[src/rtl/sharpx1_vram_pkg.sv]
// rtl/sharpx1_vram_pkg.sv - shared types and constants for the X1 VRAM arbiter
package sharpx1_vram_pkg;
  typedef enum logic [2:0] {TAG_NONE, TAG_DL, TAG_VID, TAG_VIDMISS, TAG_CPU} tag_t;
  typedef enum logic [1:0] {IDLE, PEND, ISSUED, DONE} cpu_state_t;
  localparam int STARVE_W = 5;
endpackage

[src/rtl/sharpx1_vram_tagpipe.sv]
// rtl/sharpx1_vram_tagpipe.sv - owner tag shift register aligned with VRAM read latency
module sharpx1_vram_tagpipe
  import sharpx1_vram_pkg::*;
#(
  parameter int DEPTH = 2
) (
  input  logic clk_sys,
  input  logic reset,
  input  tag_t tag_in,
  output tag_t tag_out
);
  tag_t stage [DEPTH];

  always_ff @(posedge clk_sys or posedge reset) begin
    if (reset) begin
      for (int i = 0; i < DEPTH; i++) stage[i] <= TAG_NONE;
    end else begin
      stage[0] <= tag_in;
      for (int i = 1; i < DEPTH; i++) stage[i] <= stage[i-1];
    end
  end

  assign tag_out = stage[DEPTH-1];
endmodule

[src/rtl/sharpx1_vram_arbiter.sv]
// rtl/sharpx1_vram_arbiter.sv - single-port VRAM arbiter for download, display fetch and Z80 CPU
module sharpx1_vram_arbiter
  import sharpx1_vram_pkg::*;
#(
  parameter int AW         = 16,
  parameter int DW         = 8,
  parameter int RAM_LAT    = 1,
  parameter int STARVE_MAX = 15
) (
  input  logic          clk_sys,
  input  logic          reset,
  input  logic          dl_active,
  input  logic          dl_wr,
  input  logic [AW-1:0] dl_addr,
  input  logic [DW-1:0] dl_data,
  input  logic          vid_req,
  input  logic [AW-1:0] vid_addr,
  output logic          vid_valid,
  output logic [DW-1:0] vid_data,
  output logic          vid_miss,
  input  logic          cpu_rd,
  input  logic          cpu_wr,
  input  logic [AW-1:0] cpu_addr,
  input  logic [DW-1:0] cpu_din,
  output logic [DW-1:0] cpu_dout,
  output logic          cpu_wait_n,
  output logic [AW-1:0] ram_addr,
  output logic          ram_we,
  output logic [DW-1:0] ram_din,
  input  logic [DW-1:0] ram_dout
);
  cpu_state_t          state;
  logic                op_rd;
  logic [2:0]          lat_cnt;
  logic [STARVE_W-1:0] starve;
  tag_t                tag_in;
  tag_t                tag_out;
  logic                cpu_req, cpu_elig, boost, dl_grant, cpu_grant, vid_grant, cur_rd;

  always_comb begin
    cpu_req   = ((state == IDLE) && (cpu_rd || cpu_wr)) || (state == PEND);
    cpu_elig  = cpu_req && !dl_active;
    boost     = (starve == STARVE_W'(STARVE_MAX));
    dl_grant  = dl_active && dl_wr;
    cpu_grant = !dl_grant && cpu_elig && (boost || !vid_req);
    vid_grant = !dl_grant && vid_req && !(cpu_elig && boost);
    cur_rd    = (state == IDLE) ? cpu_rd : op_rd;
    // A fetch that loses still gets a tag so its fixed-latency vid_valid slot is kept.
    if (vid_req && !vid_grant) tag_in = TAG_VIDMISS;
    else if (vid_grant)        tag_in = TAG_VID;
    else if (dl_grant)         tag_in = TAG_DL;
    else if (cpu_grant)        tag_in = TAG_CPU;
    else                       tag_in = TAG_NONE;
  end

  assign cpu_wait_n = !cpu_req && (state != ISSUED);

  sharpx1_vram_tagpipe #(.DEPTH(RAM_LAT + 1)) u_tagpipe (
    .clk_sys (clk_sys),
    .reset   (reset),
    .tag_in  (tag_in),
    .tag_out (tag_out)
  );

  always_ff @(posedge clk_sys or posedge reset) begin
    if (reset) begin
      ram_addr <= '0;
      ram_we   <= 1'b0;
      ram_din  <= '0;
    end else begin
      ram_we <= 1'b0;
      if (dl_grant) begin
        ram_addr <= dl_addr;
        ram_we   <= 1'b1;
        ram_din  <= dl_data;
      end else if (cpu_grant) begin
        ram_addr <= cpu_addr;
        ram_we   <= !cur_rd;
        ram_din  <= cpu_din;
      end else if (vid_grant) begin
        ram_addr <= vid_addr;
      end
    end
  end

  always_ff @(posedge clk_sys or posedge reset) begin
    if (reset) begin
      vid_valid <= 1'b0;
      vid_miss  <= 1'b0;
      vid_data  <= '0;
    end else begin
      vid_valid <= (tag_out == TAG_VID) || (tag_out == TAG_VIDMISS);
      vid_miss  <= (tag_out == TAG_VIDMISS);
      vid_data  <= (tag_out == TAG_VID) ? ram_dout : '0;
    end
  end

  always_ff @(posedge clk_sys or posedge reset) begin
    if (reset) begin
      state    <= IDLE;
      op_rd    <= 1'b0;
      lat_cnt  <= '0;
      starve   <= '0;
      cpu_dout <= '0;
    end else begin
      if (cpu_grant)
        starve <= '0;
      else if (!dl_active && cpu_req && vid_grant && !boost)
        starve <= starve + STARVE_W'(1);

      case (state)
        IDLE: if (cpu_rd || cpu_wr) begin
          op_rd   <= cpu_rd;
          lat_cnt <= '0;
          state   <= cpu_grant ? ISSUED : PEND;
        end
        PEND: if (cpu_grant) begin
          lat_cnt <= '0;
          state   <= ISSUED;
        end
        ISSUED: begin
          lat_cnt <= lat_cnt + 3'd1;
          if (op_rd && lat_cnt == 3'(RAM_LAT)) cpu_dout <= ram_dout;
          if (!op_rd || lat_cnt == 3'(RAM_LAT + 1)) state <= DONE;
        end
        DONE: if (!cpu_rd && !cpu_wr) state <= IDLE;
        default: state <= IDLE;
      endcase
    end
  end
endmodule

[config.mk]
export PLATFORM = sky130hd
export DESIGN_NAME = sharpx1_vram_arbiter
export DESIGN_NICKNAME = d
export VERILOG_FILES = /design/src/rtl/sharpx1_vram_pkg.sv /design/src/rtl/sharpx1_vram_tagpipe.sv /design/src/rtl/sharpx1_vram_arbiter.sv
export SDC_FILE = /design/constraint.sdc
export NUM_CORES = 1
export LEC_CHECK = 0
export CAP_MARGIN = 30
export CELL_PAD_IN_SITES_DETAIL_PLACEMENT = 1
export CELL_PAD_IN_SITES_GLOBAL_PLACEMENT = 2
export CORE_UTILIZATION = 27
export DETAILED_ROUTE_END_ITERATION = 10
export GPL_TIMING_DRIVEN = 0
export MAX_ROUTING_LAYER = met4
export PLACE_DENSITY = 0.92
export SKIP_LAST_GASP = 1
export SYNTH_ARGS = -nofsm -noshare
export SYNTH_HDL_FRONTEND = slang
export SYNTH_SLANG_ARGS = --single-unit
[constraint.sdc]
create_clock -name clk_sys -period 4.8 [get_ports clk_sys]
set_input_delay 0.48 -clock clk_sys [delete_from_list [all_inputs] [get_ports clk_sys]]
set_output_delay 0.48 -clock clk_sys [all_outputs]
set_load 0.03 [all_outputs]
# ---- Word level (Yosys, flattened, before mapping)
# Index checks and enable logic that the tools add are counted.
dict set report classes {
  muxes 24
  eq_ne 13
  add_sub_neg 2
  reduce_logical 39
}
# operator count
set ops {}
lappend ops {{2-to-1 mux 16 bit} 3}
lappend ops {{2-to-1 mux 8 bit} 3}
lappend ops {{2-to-1 mux 3 bit} 6}
lappend ops {{logical AND 1 bit} 14}
lappend ops {{logical NOT 1 bit} 11}
lappend ops {{2-to-1 mux 2 bit} 5}
lappend ops {{2-to-1 mux 5 bit} 2}
lappend ops {{== test 3 x 2 -> 1 bit, second input constant} 3}
lappend ops {{case mux 3 bit (3 select lines)} 1}
lappend ops {{!= test 2 bit, second input constant} 4}
lappend ops {{case mux 2 bit (4 select lines)} 1}
lappend ops {{nonzero test 3 bit} 2}
lappend ops {{adder 5 x 1 -> 5 bit, second input constant} 1}
lappend ops {{== test 5 x 4 -> 1 bit, second input constant} 1}
lappend ops {{logical OR 1 bit} 5}
lappend ops {{== test 2 bit, second input constant} 2}
lappend ops {{AND reduction 2 bit} 2}
lappend ops {{AND reduction 4 bit} 1}
lappend ops {{nonzero test 2 bit} 2}
lappend ops {{adder 3 x 1 -> 3 bit, second input constant} 1}
lappend ops {{== test 3 x 1 -> 1 bit, second input constant} 1}
lappend ops {{2-to-1 mux 1 bit} 3}
lappend ops {{AND reduction 3 bit} 1}
lappend ops {{== test 2 x 1 -> 1 bit, second input constant} 1}
lappend ops {{2 further kinds} 2}
dict set report word_totals {
  elab_cells 91
  output_inout_bits 44
  regBits 60
  in_bits 79
}

# ---- Longest topological paths before layout
# Gate-level depths: netlist (run 1).
dict set report depth {
  ltp_word 11
  ltp_mapped 8
  ltp_nobuf 7
}

# ---- Hierarchy
# From an unflattened synthesis (run 1), not the netlist that was laid out.
dict set report hier_totals {
  cells_unflattened 278
  hier_area_um2 3017.9
}
# mod seq_area_each_um2 cells_each area_each_um2 n_inst
set modules_own_cells {}
lappend modules_own_cells {sharpx1_vram_arbiter 1351.3 268 2841.5 1}
lappend modules_own_cells {sharpx1_vram_tagpipe 150.1 10 176.4 1}

# ---- Worst setup path before layout (run 1)
# OpenSTA, ideal clock, no wires.
dict set report synth_path {
  path_kind {register -> output}
  start {reg state[0]}
  end {out cpu_wait_n}
  arrival_time_ps 1610
  setup_slack_ps 2710
  path_buffers 1
  required_ps 4320
  stages_incl_launch_ff 6
  path_cell_list {dfrtp_1 -> inv_1 -> ha_1 -> clkbuf_2 -> o21a_4 -> nor3_1}
}
dict set report synth_between {
  elab_chain_len 5
  word_cells_on_any_way 7
  cone_classes {eq/ne (2); reduce/logical (5)}
}
# element line_no
set synth_rtl {}
lappend synth_rtl {{start, declared} sharpx1_vram_arbiter.sv:32} ;# cpu_state_t state;
lappend synth_rtl {{start signal, assigned} sharpx1_vram_arbiter.sv:115} ;# state <= cpu_grant ? ISSUED : PEND;
lappend synth_rtl {{logical NOT 2 bit} sharpx1_vram_arbiter.sv:41} ;# cpu_req = ((state == IDLE) && (cpu_rd || cpu_wr)) || (state == PEND);
lappend synth_rtl {{logical AND 1 bit} sharpx1_vram_arbiter.sv:41}
lappend synth_rtl {{logical OR 1 bit} sharpx1_vram_arbiter.sv:41}
lappend synth_rtl {{logical NOT 1 bit} sharpx1_vram_arbiter.sv:56} ;# assign cpu_wait_n = !cpu_req && (state != ISSUED);
lappend synth_rtl {{logical AND 1 bit *} sharpx1_vram_arbiter.sv:56}
lappend synth_rtl {{end, declared} sharpx1_vram_arbiter.sv:26} ;# output logic cpu_wait_n,
# Mark *: on every way between the ends. The rest lies on a longest branch, timed or not.

# ---- Worst setup path after layout (run 1)
# Same ends and word-level chain as after synthesis.

==> metrics.yaml, run 1 <==
fin_nets: 504
wl_um: 8740
layout.area.seq_um2: 1501
critPathMaxFanout: 8
cts_hold_buffers: 0
first_iter_violations: 74
initial_core_util: 0.2835
rsz0062_at_grt: "no"
clkSlewWorstSetupHoldPaths_ps: 70
syn-num-nets: 370
syn_area_um2: 2979
path_class: "register to output pin"
cts_setup_buffers: 0
synth-main-ff-cell: "dfrtp_1"
grt_pass1_wl_um: 14240
wire_per_inst_um: 15.75
ys_top_cells_by_area: "dfrtp_1, mux2i_1, ha_1"
cts_max_level: 3
yosys_register_bits: 60
status: "completed"
gp_congestion: 0.7525
async_reset_ff_frac: 1.000
clock-skew-final_ps: 7.449
grt_start_max_net_pins: 32
vdd.ir_drop.worst_mv: 0.2045
power_mw: 2.217
cp-start-kind: "register"
period_share: 0.5878
root_buffer: "clkbuf_8"
design.core.area_um2: 10510
io_pins: 123
fin_hold_ws_ps: 352.0
clock_sinks: 60
dpl.hpwl_um: 6786
hold_path.class: "register to register"
die_y_um: 107.0
slew_headroom: 0.5572
critPathCaptureType: "output pin"
ant_nets: 0
ys_types: 41
firstDrtPassIters: 4
via_count: 2594
synth_common_cells: "dfrtp_1, nand2_1, a21oi_1"
stdcell_area_um2: 4592
cp_slowest_cell: "clkdlybuf4s50_1"
clkLatencyLatePin_ps: 340
worst_pin_slew_ps: 663.2
synth_top_area_share: 0.5040
tritoncts: "yes"
layout_min_cycle_time_ps: 2822
seq_area_frac_synth: 0.5040
final_util: 0.4370
row_count: 37
cts_inserted_buffers: 9
post-synth-top-count-cell: "dfrtp_1"
power.leakage_nw: 1.975
fillCellCount: 1185
pwr-share-seq: 0.332
cp.required_ps: 4320
combinationalPowerShare: 0.461
hold_violations: 0
cp_top_family: "buffers and inverters"
placed_cells: 539
grt_pass1_vias: 2832
synth.largest_area_cell: "dfrtp_1"
p_clk_frac: 0.207
drive_gt1_frac: 0.1146
path_cells: "inv_1, ha_1, clkbuf_2, o21a_4, nor3_1, clkdlybuf4s50_1"
maxCapViolCount: 0
grtUsageTotal: 0.1656
avgSynthCellArea_um2: 10.64
via_per_inst: 4.674
p_int_mw: 1.362
dpl-instance-area_um2: 4390
p_sw_frac: 0.3856
gr-total-overflow: 0
portBuffers: 122
n_antenna_cell: 0
setup_viol: 0
critPathMaxStageDelay_ps: 720
final.setup.tns_ps: 0
design.die.area_um2: 11460
clockBufferDepth: 2
max_freq_mhz: 354.4
area_delta_synth_final_pct: 54.14
finalWorstSetupSlack_ps: 1978
die_width_um: 107.0
drc: 0
finalMaxSlewViolations: 0
synth_edf_count: 0
cts_resized: 0
instances_no_fill: 555
ys_warn_count: 0
crit_arrival_ps: 2340
multi_input_area_um2: 1346
antenna_found_initial: 0
dpl_worst_slack_ps: 2027
crit_buf_inv: 3
p_switching_mw: 0.8547
p_per_area_nw_per_um2: 482.7
syn_inst: 280
layout by cell type (no fill, tap or decap), drive strengths merged, types with 2 or more instances in the layout:
| cell | instances |
|---|---|
| and2 | 18 |
| nor2b | 4 |
| dfrtp | 60 |
| inv | 14 |
| nand3 | 6 |
| buf | 10 |
| o22ai | 7 |
| a31oi | 2 |
| nor2 | 14 |
| o211ai | 5 |
| nor3 | 2 |
| clkbuf | 13 |
| ha | 11 |
| a21oi | 23 |
| nand2 | 26 |
| clkdlybuf4s50 | 122 |
| clkinv | 3 |
| mux2i | 19 |
| mux2 | 10 |
| o2bb2ai | 3 |
| nand2b | 3 |
| clkinvlp | 2 |
| o221ai | 7 |
| o21ai | 18 |
| or3 | 7 |
cell families after synthesis:
family,after synthesis,synth area share
AOI/OAI and AO/OA,70,0.1642
buffers and inverters,26,0.04410
adders and majority gates,11,0.04620
and+or+nand+nor,84,0.1399
muxes,29,0.1016
DFF,60,0.5040
power by group through the flow:
stage | sequential, mW | combinational [mW] | clock (mW)
6_report | 0.735 | 1.02 | 0.459
3_5_place_dp | 0.746 | 1.04 | 0
2_1_floorplan | 0.935 | 0.425 | 0
4_1_cts | 0.738 | 1.04 | 0.478
5_1_grt | 0.755 | 1.11 | 0.497
3_3_place_gp | 0.735 | 1.01 | 0
layer usage:
layer	up-vias	track usage	share of wire
li1	1259	-	-
met1	1259	0.1975	0.43
met2	66	0.2829	0.52
met3	10	0.03343	0.042
met4	0	0.04795	0.011
met5	-	-	0
path summary, 6_finish.rpt:
check,startpoint,endpoint,slack [ps],cells past startpoint
max,state[0],cpu_wait_n,1980,6
min,u_tagpipe.stage[5],u_tagpipe.tag_out[2],350,0
max reg2reg,starve[0],ram_addr[7],2680,8
min reg2reg,u_tagpipe.stage[5],u_tagpipe.tag_out[2],350,0
max in group asynchronous,reset,starve[2],3620,3
min in group asynchronous,reset,vid_data[6],560,2
cell type report:
| class | count | area share |
|---|---|---|
| flip-flops and latches | 60 | 0.3270 |
| repair buffers | 123 | 0.2703 |
| plain buffers | 12 | 0.01717 |
| clock buffers | 10 | 0.02997 |
| well taps | 136 | 0.03706 |
| multi-input cells | 194 | 0.2932 |
| clock inverters | 6 | 0.01390 |
| inverters | 14 | 0.01144 |
flip-flops by register name, indices dropped and copies added, names as in the netlist, 2 cells and up:
name / count
cpu_dout: 8
vid_data: 8
ram_din: 8
starve: 5
state: 2
u_tagpipe.tag_out: 3
ram_addr: 16
lat_cnt: 3
u_tagpipe.stage: 3
Power figures use the tool's default switching activity.
==> inputs of run 2 (changes only) <==
CORE_UTILIZATION = 23   (was 27)
PLACE_DENSITY = 0.84   (was 0.92)
clock period = 2.4 ns   (was 4.8 ns; I/O delays follow)
==> metrics.yaml, run 2 (synthesis gave the netlist of run 1 again) <==
io_pins: 123  # unchanged
maxCapViolCount: 0  # unchanged
path_class: "register to output pin"
die_width_um: 115.8  # +8.2%
instances_no_fill: 591  # +6.5%
grt_pass1_wl_um: 14340  # +0.68%
slew_headroom: 0.6620  # +0.1048
clkSlewWorstSetupHoldPaths_ps: 60  # about the same
grt_pass1_vias: 2793  # -1.4%
die_y_um: 115.8  # +8.2%
clock_sinks: 60  # unchanged
hold_path.class: "input port to asynchronous set/reset pin"
clkLatencyLatePin_ps: 320  # -20 ps
firstDrtPassIters: 4  # unchanged
path_cells: "inv_1, ha_1, clkbuf_2, o21a_4, nor3_1, dlygate4sd2_1"
p_per_area_nw_per_um2: 1039  # +120%
combinationalPowerShare: 0.414  # -0.047
vdd.ir_drop.worst_mv: 0.3660  # +79%
wl_um: 9227  # +5.6%
max_freq_mhz: 453.9
ant_nets: 0  # unchanged
layout_min_cycle_time_ps: 2203
finalMaxSlewViolations: 0  # unchanged
root_buffer: "clkbuf_16"
worst_pin_slew_ps: 506.0  # -157.2 ps
cts_inserted_buffers: 9  # unchanged
cts_setup_buffers: 0  # unchanged
gp_congestion: 0.7967  # +5.9%
critPathMaxStageDelay_ps: 440  # -280 ps
drive_gt1_frac: 0.1146  # unchanged
placed_cells: 575  # +6.7%
pwr-share-seq: 0.299  # -0.033
largest-register: "ram_addr"
tritoncts: "yes"
setup_viol: 0  # unchanged
cts_hold_buffers: 0  # unchanged
largest_reg_flops: 16  # unchanged
design.die.area_um2: 13410  # +17%
design.core.area_um2: 12620  # +20%
grt_start_max_net_pins: 41  # +28%
period_share: 0.9179
grtUsageTotal: 0.1438  # -0.02181
hold_violations: 0  # unchanged
crit_arrival_ps: 1960  # -380 ps
cp_top_family: "buffers and inverters"
crit_buf_inv: 3  # unchanged
dpl.hpwl_um: 7006  # +3.2%
power.leakage_nw: 2.037  # +3.2%
wire_per_inst_um: 15.61  # -0.86%
layout.area.seq_um2: 1501  # unchanged
p_sw_frac: 0.3632  # -0.02244
dpl-instance-area_um2: 4436  # +1.0%
clock-skew-final_ps: 6.876  # -0.5727 ps
p_clk_frac: 0.287  # +0.080
initial_core_util: 0.2361  # -0.04742
p_int_mw: 3.149  # +130%
first_iter_violations: 107  # +45%
portBuffers: 122  # unchanged
clockBufferDepth: 2  # unchanged
cp.required_ps: 2160  # -2160 ps
gr-total-overflow: 0  # unchanged
p_switching_mw: 1.796  # +110%
fillCellCount: 1446  # +22%
cp-start-kind: "register"
dpl_worst_slack_ps: 231.1  # -1796 ps
antenna_found_initial: 0  # unchanged
via_per_inst: 4.443  # -4.9%
area_delta_synth_final_pct: 59.76
finalWorstSetupSlack_ps: 196.9  # -1782 ps
via_count: 2626  # +1.2%
cts_max_level: 3  # unchanged
layout_commonest_cell: "clkdlybuf4s50_1"
stdcell_area_um2: 4760  # +3.7%
cp_slowest_cell: "dfrtp_1"
status: "completed"
rsz0062_at_grt: "no"
cts_resized: 1  # +1
fin_nets: 504  # unchanged
drc: 0  # unchanged
n_antenna_cell: 0  # unchanged
row_count: 41  # +11%
final_util: 0.3772  # -0.05980
layout_common_cells: "clkdlybuf4s50_1, dfrtp_1, nand2_1, a21oi_1, mux2i_1"
critPathCaptureType: "output pin"
multi_input_area_um2: 1346  # unchanged
critPathMaxFanout: 8  # unchanged
run 2: cell count changes in the layout (fill, tap and decap cells not counted), sizes merged:
cell / before / now
inv: 14 / 15
dlygate4sd2: 0 / 1
bufinv: 1 / 2
clkinvlp: 2 / 1
clkdlybuf4s50: 122 / 121
clkinv: 3 / 2
run 2: stage by stage:
stage / total power, mW / hold slack (ps) / setup TNS (ps)
global placement: 3.495 / 334.0 / -28320
global route: 5.218 / 295.4 / 0
finish: 4.945 / 261.5 / 0
detailed placement: 3.586 / 336.4 / 0
floorplan: 2.721 / 331.2 / 0
CTS: 5.025 / 269.0 / 0
run 2: per-layer routing:
metal  GRT usage  vias up  part of all wire
met5           -        -                 0
met4     0.03077        0            0.0062
met3     0.03713        5             0.055
met2      0.2413       89              0.48
met1      0.1735     1273              0.46
li1            -     1259                 -
run 2: worst register-to-register path, stage by stage (launching register included):
cell	delay, ps
dfrtp_1	390
ha_1	210
and3_1	170
ha_1	230
nor2b_1	80
o21ai_0	380
nand4_1	240
mux2_2	320
run 2: cell type report:
type,instances,share of cell area
Multi-Input combinational cell,194,0.2829
Inverter,14,0.01104
Clock inverter,6,0.01814
Tap cell,172,0.04522
Buffer,12,0.01656
Timing Repair Buffer,123,0.2605
Sequential cell,60,0.3155
Clock buffer,10,0.05021
run 2: power groups by stage:
stage	clock network [mW]	registers (mW)	logic (mW)
after floorplan	0	1.87	0.850
after global placement	0	1.47	2.02
after detailed placement	0	1.50	2.09
after CTS	1.46	1.48	2.08
after global routing	1.51	1.51	2.20
final	1.42	1.48	2.05
run 2: worst paths after layout:
path,start,endpoint,slack (ps),cells past startpoint
worst min-delay path,reset,vid_data[5],260,2
max in group asynchronous,reset,ram_addr[0],1540,3
min in group clk_sys,u_tagpipe.stage[4],u_tagpipe.tag_out[1],350,0
worst max-delay path,state[1],cpu_wait_n,200,6
worst min register to register,u_tagpipe.stage[4],u_tagpipe.tag_out[1],350,0
worst max register to register,starve[0],state[1],260,7
==> inputs of run 3 (changes only) <==
SLEW_MARGIN = 5   (was unset)
==> metrics.yaml, run 3 (synthesis gave the netlist of run 1 again) <==
worstRegToRegCells: 8  # +1
io_pins: 123  # unchanged
cp-start-kind: "register"
clockBufferDepth: 2  # unchanged
fin_nets: 504  # unchanged
ant_nets: 0  # unchanged
timing.rr.end: "ram_addr[6]"
design.core.area_um2: 12620  # unchanged
initial_core_util: 0.2361  # unchanged
firstDrtPassIters: 4  # unchanged
root_buffer: "clkbuf_16"
cp.required_ps: 2160  # about the same
clkLatencyLatePin_ps: 320  # about the same
cts_resized: 1  # unchanged
max_freq_mhz: 455.9  # +0.43%
slew_headroom: 0.6445  # -0.01748
grt_pass1_wl_um: 14390  # +0.33%
clkSlewWorstSetupHoldPaths_ps: 50  # about the same
gp_congestion: 0.7967  # unchanged
crit_arrival_ps: 1950  # about the same
largest-register: "ram_addr"
grt_start_max_net_pins: 40  # -2.4%
cts_inserted_buffers: 9  # unchanged
placed_cells: 575  # unchanged
design.die.area_um2: 13410  # unchanged
layout_min_cycle_time_ps: 2194  # -9.498 ps
layout_common_cells: "clkdlybuf4s50_1, dfrtp_1, nand2_1, a21oi_1, mux2i_1"
status: "completed"
cts_setup_buffers: 0  # unchanged
gr-total-overflow: 0  # unchanged
power.leakage_nw: 2.037  # unchanged
setup_viol: 0  # unchanged
clock-skew-final_ps: 6.833  # -0.04300 ps
hold_violations: 0  # unchanged
critPathMaxFanout: 8  # unchanged
antenna_found_initial: 0  # unchanged
wire_per_inst_um: 15.64  # +0.20%
tritoncts: "yes"
worst_pin_slew_ps: 532.1  # +26.17 ps
rrSetupSlack_ps: 280  # +20 ps
critPathCaptureType: "output pin"
maxCapViolCount: 0  # unchanged
cts_max_level: 3  # unchanged
grt_pass1_vias: 2837  # +1.6%
grtUsageTotal: 0.1450  # +0.001123
finalMaxSlewViolations: 0  # unchanged
wl_um: 9245  # +0.20%
reg2reg_from: "starve[0]"
die_y_um: 115.8  # unchanged
dpl.hpwl_um: 7048  # +0.60%
area_delta_synth_final_pct: 59.76  # unchanged
drive_gt1_frac: 0.1146  # unchanged
stdcell_area_um2: 4760  # unchanged
fin_hold_ws_ps: 270.7  # +9.123 ps
instances_no_fill: 591  # unchanged
via_count: 2654  # +1.1%
power_mw: 4.934  # -0.22%
layout_commonest_cell: "clkdlybuf4s50_1"
largest_reg_flops: 16  # unchanged
dpl-instance-area_um2: 4436  # unchanged
clock_sinks: 60  # unchanged
path_class: "register to output pin"
final_util: 0.3772  # unchanged
rsz0062_at_grt: "no"
drc: 0  # unchanged
cts_hold_buffers: 0  # unchanged
die_width_um: 115.8  # unchanged
hold_path.class: "input port to asynchronous set/reset pin"
vdd.ir_drop.worst_mv: 0.3386  # -7.5%
n_antenna_cell: 0  # unchanged
period_share: 0.9140  # -0.003958
via_per_inst: 4.491  # +1.1%
portBuffers: 122  # unchanged
first_iter_violations: 77  # -28%
finalWorstSetupSlack_ps: 206.4  # +9.498 ps
dpl_worst_slack_ps: 235.2  # +4.071 ps
final.setup.tns_ps: 0  # unchanged
p_per_area_nw_per_um2: 1037  # -0.22%
row_count: 41  # unchanged
## run 3: cell counts in the layout (fill, tap and decap cells not counted)
No cell type changed its count.
## run 3: layout make-up
cell class / instances / area [um2]
buffer: 12 / 78.83
clock buffer: 10 / 239.0
clock inverter: 6 / 86.33
fill: 1445 / 7860
inverter: 14 / 52.55
multi-input combinational: 194 / 1346
sequential: 60 / 1501
tap: 172 / 215.2
timing repair buffer: 123 / 1240
## run 3: routing by layer
metal	track usage	part of all wire	vias to the layer above
met3	0.03452	0.058	7
met2	0.2413	0.49	93
met4	0.03333	0.0058	0
li1	-	-	1256
met1	0.1774	0.44	1298
met5	-	0	-
## run 3: worst max-delay path: stages (launching register included)
cell	delay (ps)
dfrtp_1	440
inv_1	120
ha_1	190
clkbuf_2	170
o21a_4	170
nor3_1	120
dlygate4sd2_1	430
## run 3: how the worst max path moves through the flow
stage / startpoint / endpoint / cells past startpoint
after detailed placement: state[1] / cpu_wait_n / 6
after global placement: reset / ram_addr[11] / 2
after global routing: state[1] / cpu_wait_n / 6
after floorplan: starve[0] / ram_addr[7] / 8
final: state[1] / cpu_wait_n / 6
after CTS: state[1] / cpu_wait_n / 6
## run 3: where the power goes
| group | switching [mW] | internal, mW |
|---|---|---|
| logic | 1.13 | 0.918 |
| registers | 0.179 | 1.29 |
| clock network | 0.473 | 0.937 |
